`config.mk`:
```
export PLATFORM = sky130hd
export DESIGN_NAME = nibble_serial_subtractor
export DESIGN_NICKNAME = d
export VERILOG_FILES = /design/src/rtl/cla_pkg.sv /design/src/rtl/cla_sub_slice_4bit.sv /design/src/rtl/nibble_serial_subtractor.sv
export SDC_FILE = /design/constraint.sdc
export NUM_CORES = 1
export LEC_CHECK = 0
export ABC_AREA = 0
export BUFFER_PORTS_ARGS = -buffer_cell sky130_fd_sc_hd__buf_4
export CAP_MARGIN = 20
export CELL_PAD_IN_SITES_DETAIL_PLACEMENT = 1
export CELL_PAD_IN_SITES_GLOBAL_PLACEMENT = 1
export CORE_ASPECT_RATIO = 1.1
export CORE_UTILIZATION = 30
export DETAILED_ROUTE_END_ITERATION = 10
export PLACE_DENSITY_LB_ADDON = 0.08
export SLEW_MARGIN = 10
export SYNTH_ARGS = -nofsm -noshare
export SYNTH_HDL_FRONTEND = slang
export SYNTH_SLANG_ARGS = --single-unit
```
`constraint.sdc`:
```
create_clock -name clk -period 4.2 [get_ports clk]
set_clock_uncertainty 0.05 [all_clocks]
set_input_delay 0.21 -clock clk [delete_from_list [all_inputs] [get_ports clk]]
set_output_delay 0.21 -clock clk [all_outputs]
set_load 0.02 [all_outputs]
```
`src/rtl/cla_pkg.sv`:
```
// Shared definitions for the nibble-serial subtractor: FSM state encoding and nibble width.
package cla_pkg;

    typedef enum logic [1:0] {
        IDLE = 2'd0,
        CALC = 2'd1,
        DONE = 2'd2
    } state_t;

    localparam int NIBBLE_W = 4;

endpackage

```
`src/rtl/cla_sub_slice_4bit.sv`:
```
// Combinational 4-bit subtract slice (a - b - bin) built as a carry-lookahead adder on a + ~b + ~bin.
module cla_sub_slice_4bit
    import cla_pkg::*;
(
    input  logic [NIBBLE_W-1:0] a,
    input  logic [NIBBLE_W-1:0] b,
    input  logic                bin,
    output logic [NIBBLE_W-1:0] d,
    output logic                bout
);

    logic [NIBBLE_W-1:0] nb;
    logic [NIBBLE_W-1:0] g;
    logic [NIBBLE_W-1:0] p;
    logic [NIBBLE_W:0]   c;

    assign nb = ~b;
    assign g  = a & nb;
    assign p  = a ^ nb;

    // Carries expanded from generate/propagate so no carry ripples through the slice.
    assign c[0] = ~bin;
    assign c[1] = g[0] | (p[0] & c[0]);
    assign c[2] = g[1] | (p[1] & g[0]) | (p[1] & p[0] & c[0]);
    assign c[3] = g[2] | (p[2] & g[1]) | (p[2] & p[1] & g[0]) | (p[2] & p[1] & p[0] & c[0]);
    assign c[4] = g[3] | (p[3] & g[2]) | (p[3] & p[2] & g[1]) | (p[3] & p[2] & p[1] & g[0])
                | (p[3] & p[2] & p[1] & p[0] & c[0]);

    assign d    = p ^ c[NIBBLE_W-1:0];
    assign bout = ~c[4];

endmodule

```
`src/rtl/nibble_serial_subtractor.sv`:
```
// Serial subtractor computing A - B - Bin one nibble per cycle, LSB first, with valid/ready handshakes.
// Optional macro SUB_OVERFLOW_EN adds the signed-overflow output Ovf.
module nibble_serial_subtractor
    import cla_pkg::*;
#(
    parameter int WIDTH = 16
)
(
    input  logic             clk,
    input  logic             rst_n,
    input  logic             in_valid,
    output logic             in_ready,
    input  logic [WIDTH-1:0] A,
    input  logic [WIDTH-1:0] B,
    input  logic             Bin,
    output logic             out_valid,
    input  logic             out_ready,
    output logic [WIDTH-1:0] Diff,
    output logic             Bout,
    output logic             Zero
`ifdef SUB_OVERFLOW_EN
    ,
    output logic             Ovf
`endif
);

    localparam int NIBBLES = WIDTH / NIBBLE_W;
    localparam int IDX_W   = (NIBBLES > 1) ? $clog2(NIBBLES) : 1;
    localparam logic [IDX_W-1:0] LAST_IDX = IDX_W'(NIBBLES - 1);

    state_t              state;
    state_t              state_next;
    logic [WIDTH-1:0]    a_reg;
    logic [WIDTH-1:0]    b_reg;
    logic [WIDTH-1:0]    diff_reg;
    logic [IDX_W-1:0]    idx;
    logic                borrow;
    logic [NIBBLE_W-1:0] a_nib;
    logic [NIBBLE_W-1:0] b_nib;
    logic [NIBBLE_W-1:0] d_nib;
    logic                bout_nib;

    assign a_nib = a_reg[idx*NIBBLE_W +: NIBBLE_W];
    assign b_nib = b_reg[idx*NIBBLE_W +: NIBBLE_W];

    cla_sub_slice_4bit u_slice (
        .a    (a_nib),
        .b    (b_nib),
        .bin  (borrow),
        .d    (d_nib),
        .bout (bout_nib)
    );

    always_ff @(posedge clk or negedge rst_n) begin
        if (!rst_n) begin
            state <= IDLE;
        end else begin
            state <= state_next;
        end
    end

    always_comb begin
        state_next = state;
        in_ready   = 1'b0;
        out_valid  = 1'b0;
        case (state)
            IDLE: begin
                in_ready = 1'b1;
                if (in_valid) begin
                    state_next = CALC;
                end
            end
            CALC: begin
                if (idx == LAST_IDX) begin
                    state_next = DONE;
                end
            end
            DONE: begin
                out_valid = 1'b1;
                if (out_ready) begin
                    state_next = IDLE;
                end
            end
            default: state_next = IDLE;
        endcase
    end

    // The borrow register carries Bin into nibble 0 and the final borrow out after the last nibble.
    always_ff @(posedge clk or negedge rst_n) begin
        if (!rst_n) begin
            a_reg    <= '0;
            b_reg    <= '0;
            diff_reg <= '0;
            idx      <= '0;
            borrow   <= 1'b0;
        end else begin
            case (state)
                IDLE: begin
                    if (in_valid) begin
                        a_reg    <= A;
                        b_reg    <= B;
                        borrow   <= Bin;
                        diff_reg <= '0;
                        idx      <= '0;
                    end
                end
                CALC: begin
                    diff_reg[idx*NIBBLE_W +: NIBBLE_W] <= d_nib;
                    borrow <= bout_nib;
                    idx    <= (idx == LAST_IDX) ? '0 : idx + IDX_W'(1);
                end
                default: ;
            endcase
        end
    end

    // Results are gated so a partially built difference is never visible outside DONE.
    assign Diff = out_valid ? diff_reg : '0;
    assign Bout = out_valid & borrow;
    assign Zero = out_valid & (diff_reg == '0);

`ifdef SUB_OVERFLOW_EN
    assign Ovf = out_valid & (a_reg[WIDTH-1] ^ b_reg[WIDTH-1]) & (diff_reg[WIDTH-1] ^ a_reg[WIDTH-1]);
`endif

endmodule

```
==> metrics.md, run 1 <==
| Metric | Value |
|---|---|
| Worst-margin pin slew | 837.3 ps |
| RSZ-0062 raised after global routing | false |
| Buffer count from post-CTS setup fixing | 0 |
| First-pass GRT wire length | 10250 um |
| Max VDD drop | approximately 0.00024 V |
| Port buffer count | 56 |
| Yosys warnings | 0 |
| Mapped Cells | approximately 220 |
| Required time of the worst setup path | around 4400 ps |
| Clk pwr share | a little over an eighth |
| Post-CTS sizing | 0 |
| Die width | between 90 and 100 um |
| Dominant synthesized flop cell | dfrtp_1 |
| Commonest cells after routing, fill and taps aside | buf_4 (57), dfrtp_1 (53), mux2_2 (31), and2_1 (19) |
| Critical path type | flip-flop to flip-flop |
| Congestion Overflow GR | 0 |
| DIE AREA | between 0.009 and 0.01 mm^2 |
| Area Growth Syn to Fin | 23.91% |
| Internal power | 1596 uW |
| Clock buffer count from CTS | 5 |
| Starting DRT DRC Count | 43 |
| Clk root buf | clkbuf_8 |
| Vias in the first global route | 1956 |
| Cell Area, Synth | roughly 0.0027 mm^2 |
| DRT Wirelength | 6265 um |
| Pin count of the biggest net entering global routing | 54 |
| TritonRoute pass-1 iters | 4 |
| Max Transition Viols Final | 0 |
| H-tree lvl count | 2 |
| Die Ht | 101.6 um |
| Critical path capture point type | flip-flop |
| Net count after synthesis | 264 |
| Critical path's largest stage delay | roughly 870 ps |
| Share of layout cells above drive strength 1 | around two fifths |
| Comb pwr share | around half |
| Finish-stage setup viols | 0 |
| Tcrit/Tclk final | about 70% |
| Slew Limit Headroom | between 40% and 50% |
| Register area share after synthesis | about half |
| Worst EP arrival | between 3000 and 4000 ps |
| Antenna Nets Post-Route | 0 |
| Critical path buffer and inverter count | 0 |
| Final Critical Period | 3017 ps |
| Final Hold Viols | 0 |
| CP top delay family | flip-flops |
| Flops & latches, synth | 53 |
| Flop pwr share | 35.2% |
| Core area | about 0.0086 mm^2 |
| Top cells by area, synth | dfrtp_1 (49%), mux2_2 (13%), mux4_2 (6.7%) |
| FMAX | approximately 330 MHz |
| Drt wl/cell | between 15 and 20 um |
| ANT cells | 0 |
| Vias | roughly 1900 |
| Pre-CTS setup slack | between 1000 and 1500 ps |
| Finished Layout Cells | about 380 |
| Fin nets | around 320 |
| DRC violations left | 0 |
| Final weighted congestion in routability-driven placement | between 0.7 and 0.8 |
| PD cells | about 800 mW/mm^2 |
| CP max-delay cell | dfrtp_1 |
| Hold Slack | around 24 ps |
| Cell variety after synth | 36 |
| Commonest non-fill, non-tap cell in the layout | buf_4 |
| Gr usage total | around 14% |
| CTS Sinks | between 50 and 60 |
| Critical Path Source Type | flip-flop |
| Critical-path cell list | mux4_2, ha_1, and2_1, a221oi_2, xnor2_1, a22o_1 |
| Pwr Total | about 2700 uW |
| Net Sw Frac | between 40 and 50% |
| Yosys top cell by area | dfrtp_1 |
| Hold Path Class | primary input to flip-flop |
| # IOs | 57 |
| DPL Wire Length | approximately 4700 um |
| Final worst setup slack | approximately 1200 ps |
| Initial antenna violation count | 0 |
| Leak | ~0.0016 uW |
| Status | finished clean |
| Initial Utilization | approximately a third |
| Cells after DPL | 374 |
| Clock buffer depth | 2 |
| Via density | 4.864 |
| Switch Pwr | around 1100 uW |
| Ys async rst share | 100.0% |
| Clock Pin Slew Worst Setup and Hold Paths | around 100 ps |
| Synth top area share | about half |
| Post-synth EDFFs | 0 |
| FP Rows | 35 |
| Clock Latency Late Sink | slightly above 300 ps |
| Synth Area per Inst | 12.52 um^2 |
| Post-Route Setup TNS | 0 ps |
| Max-Cap Viols | 0 |
| TritonCTS clock tree | yes |
| Crit Path Max Fanout | 17 |
-- synthesized netlist by cell type, drive strengths merged, types with 2 or more instances --
cell and n:
nand2b 3, a21oi 3, nor4 4, ha 10, nor3 2, a32o 2, mux4 8, inv 12
and2 19, nor2b 3, nor2 3, o21a 2, clkbuf 4, mux2 32, o21ai 4, buf 6
o31ai 2, a21o 5, xnor2 2, nand2 10, nand3 2, dfrtp 53, a22o 12, and2b 2
-- power by group through the flow --
stage / combinational (uW) / clock, uW / sequential, uW
floorplan: 1120 / 0 / 837
global placement: 1370 / 0 / 968
detailed placement: 1410 / 0 / 968
CTS: 1420 / 376 / 956
global route: 1530 / 393 / 994
finish: 1390 / 360 / 948
-- logic make-up (layout without fill, tap and decap cells) --
kind of cell             Yosys count  count (layout)  share of synthesized area, %
AO/OA/AOI/OAI                     34              34                         9.759
XOR/XNOR                           2               2                        0.6477
adder cells (fa/ha/maj)           11              11                         5.365
buffers and inverters             22              78                         3.330
flip-flops                        53              53                         49.03
multiplexers                      40              40                         19.98
AND/OR/NAND/NOR                   54              54                         11.89
-- layout make-up --
cell class / instances / area, um^2
sequential: 53 / 1326
multi-input combinational: 141 / 1289
tap: 111 / 138.9
clock inverter: 3 / 46.29
fill: 936 / 5231
inverter: 12 / 45.04
timing repair buffer: 58 / 437.9
clock buffer: 5 / 68.82
-- stage by stage --
stage / util (%) / cell area (um^2)
after detailed placement: 37.59 / 3227
final: 39.05 / 3352
after global placement: 37.59 / 3227
after CTS: 39.05 / 3352
after global routing: 39.05 / 3352
after floorplan: - / 2705
-- layer usage --
metal	share of wire (%)	global-route usage, %
met5	0	0
met4	0.53	3.966
met3	3.4	2.402
met2	51	25.30
met1	45	17.87
-- path summary, 6_finish.rpt --
path | endpoint | depth (start not counted) | slack [ps] | from
min reg2reg | diff_reg[6] | 2 | 460 | diff_reg[6]
max | diff_reg[7] | 6 | 1180 | idx[0]
max in group asynchronous | idx[1] | 2 | 3220 | rst_n
min | state[1] | 2 | 20 | out_ready
min in group asynchronous | diff_reg[12] | 2 | 430 | rst_n
max reg2reg | diff_reg[7] | 6 | 1180 | idx[0]
-- what timing repair did --
| action | CTS | global route |
|---|---|---|
| hold buffers | 1 | 0 |
| endpoints found under the setup margin | 0 | 0 |
| hold endpoints to repair | 53 | 0 |
Note: power is estimated with default switching activity, not from simulation.
==> run 2, diff against run 1 <==
Clock period 4.2 ns to 2.92 ns, I/O delays scaled along.
==> run 2 against run 1 <==
  * Hold slack lost 10 ps
  * Flip-flop and latch count stayed put
  * Count of clock-buffer cells in the layout increased by 1
  * Highest routed layer unchanged
  * First-iteration DRC count up 33%
  * Sequential power rose by 41%
  * Combinational power increased by 48%
==> metrics.md, run 2 (synthesis results as in run 1) <==
| Metric | Value |
|---|---|
| Area Growth Syn to Fin | 29.93% |
| TritonCTS clock tree | yes |
| Final Hold Viols | 0 (unchanged) |
| Critical-path cell list | mux4_2, inv_1, ha_1, nor2b_1, o21a_1, or3_1, a32o_1 |
| Worst EP arrival | 2860 ps (-320 ps) |
| Worst r2r src | idx[0] |
| Share of layout cells above drive strength 1 | 38.41% (-0.56 points) |
| Capturing point of the worst reg2reg path | diff_reg[2] |
| Hold Path End | a_reg[6] |
| Hold Slack | 14.03 ps (-10.43 ps) |
| FMAX | 368.5 MHz (+11%) |
| Core area | 0.008583 mm^2 (unchanged) |
| RSZ-0062 raised after global routing | false |
| Critical Path Source Type | flip-flop |
| Vias in the first global route | 2063 (+5.5%) |
| Clk root buf | clkbuf_8 |
| Leak | 0.001632 uW (+5.1%) |
| Post-CTS sizing | 0 (unchanged) |
| Critical path buffer and inverter count | 1 (+1) |
| CP max-delay cell | dfrtp_1 |
| Crit Path Max Fanout | 8 (-9) |
| CTS Sinks | 53 (unchanged) |
| Hold Path Class | primary input to flip-flop |
| FP Rows | 35 (unchanged) |
| DRT Wirelength | 6264 um (about the same) |
| Drt wl/cell | 15.66 um (-4.3%) |
| Clock Latency Late Sink | 310 ps (about the same) |
| Post-Route Setup TNS | 0 ps (unchanged) |
| DPL Wire Length | 4769 um (+0.63%) |
| Worst-margin pin slew | 684.6 ps (-152.7 ps) |
| Initial antenna violation count | 0 (unchanged) |
| Clock buffer count from CTS | 5 (unchanged) |
| Final weighted congestion in routability-driven placement | 0.7073 (-0.38%) |
| Net Sw Frac | 39.79% (-0.94 points) |
| Finish-stage setup viols | 0 (unchanged) |
| Final Critical Period | 2714 ps (-303.5 ps) |
| Congestion Overflow GR | 0 (unchanged) |
| Commonest non-fill, non-tap cell in the layout | buf_4 |
| Clock Pin Slew Worst Setup and Hold Paths | 100 ps (about the same) |
| Via density | 4.753 (-2.3%) |
| Worst reg2reg path depth | 7 (+1) |
| DRC violations left | 0 (unchanged) |
| Status | finished clean |
| Comb pwr share | 52.5% (+1.1 points) |
| Critical path's largest stage delay | 640 ps (-230 ps) |
| Tcrit/Tclk final | 92.94% (+21 points) |
| Max-Cap Viols | 0 (unchanged) |
| Required time of the worst setup path | 3070 ps (-1290 ps) |
| Slew Limit Headroom | 54.36% (+10 points) |
| CP top delay family | flip-flops |
| PD cells | 1118 mW/mm^2 (+39%) |
| Antenna Nets Post-Route | 0 (unchanged) |
| Hold Path Stages | 2 (unchanged) |
| Initial Utilization | 31.52% (unchanged) |
| Max VDD drop | 0.0004089 V (+68%) |
| Switch Pwr | 1564 uW (+43%) |
| Clock buffer depth | 2 (unchanged) |
| Die width | 92.54 um (unchanged) |
| # IOs | 57 (unchanged) |
| TritonRoute pass-1 iters | 4 (unchanged) |
| Vias | 1901 (+2.0%) |
| Fin nets | 336 (+5.3%) |
| Die Ht | 101.6 um (unchanged) |
| Gr usage total | 14.64% (+0.40 points) |
| Flop pwr share | 34.0% (-1.2 points) |
| Max Transition Viols Final | 0 (unchanged) |
| Starting DRT DRC Count | 57 (+33%) |
| R2R setup slack | 210 ps (-980 ps) |
| Critical path type | flip-flop to flip-flop |
| ANT cells | 0 (unchanged) |
| Clk pwr share | 13.4% (about the same) |
| First-pass GRT wire length | 10530 um (+2.7%) |
| Buffer count from post-CTS setup fixing | 0 (unchanged) |
| Critical path capture point type | flip-flop |
| Hold Startpoint | A[6] |
| Port buffer count | 56 (unchanged) |
| H-tree lvl count | 2 (unchanged) |
| Pin count of the biggest net entering global routing | 54 (unchanged) |
| Commonest cells after routing, fill and taps aside | buf_4 (62), dfrtp_1 (53), mux2_2 (31), and2_1 (19), dlygate4sd3_1 (13) |
| Fillers | 943 (+0.75%) |
| Internal power | 2366 uW (+48%) |
| DIE AREA | 0.009401 mm^2 (unchanged) |
[run 2: stage by stage]
| step | cells | utilization [%] | cell area [um^2] | power, uW | worst slack [ps] |
|---|---|---|---|---|---|
| global route | 400 | 40.95 | 3515 | 4280 | 50.56 |
| finish | 400 | 40.95 | 3515 | 3929 | 206.2 |
| global placement | 379 | 38.03 | 3264 | 3393 | 256.5 |
| CTS | 400 | 40.95 | 3515 | 4029 | 145.7 |
| detailed placement | 379 | 38.03 | 3264 | 3466 | 168.8 |
| floorplan | 216 | - | 2705 | 2820 | 258.1 |
[run 2: metal layers]
metal	wire length (um)	global-route usage (%)	vias up
li1	-	-	921
met1	2795	18.34	933
met2	3219	26.10	40
met3	166	1.802	7
met4	82	5.048	0
met5	0	0	-
[run 2: cell type report]
cell class | count | area [um^2] | area share, %
Multi-Input combinational cell | 141 | 1289 | 36.67
Clock buffer | 6 | 82.58 | 2.350
Sequential cell | 53 | 1326 | 37.74
Clock inverter | 2 | 37.54 | 1.068
Inverter | 12 | 45.04 | 1.282
Timing Repair Buffer | 75 | 595.6 | 16.95
Tap cell | 111 | 138.9 | 3.952
[run 2: worst register-to-register path, stage by stage (launching register included)]
cell and delay [ps]:
dfrtp_1 640, mux4_2 600, inv_1 100, ha_1 220
nor2b_1 150, o21a_1 230, or3_1 350, a32o_1 260
[run 2: worst max-delay path by stage]
stage | endpoint | slack [ps] | from | cells past startpoint
2_1_floorplan | diff_reg[3] | 260 | idx[0] | 7
4_1_cts | diff_reg[2] | 150 | idx[0] | 7
3_5_place_dp | diff_reg[10] | 170 | idx[0] | 7
5_1_grt | diff_reg[10] | 50 | idx[0] | 7
3_3_place_gp | diff_reg[2] | 260 | idx[0] | 7
6_report | diff_reg[2] | 210 | idx[0] | 7
[run 2: power by group through the flow]
stage	Combinational, uW	Sequential, uW	Clock [uW]
finish	2060	1340	528
global route	2300	1400	576
CTS	2120	1360	555
detailed placement	2100	1370	0
global placement	2030	1370	0
floorplan	1620	1200	0
[run 2: timing repair]
action | CTS | global route
hold buffers | 13 | 0
endpoints found under the hold margin | 65 | 0
setup endpoints to repair | 0 | 0
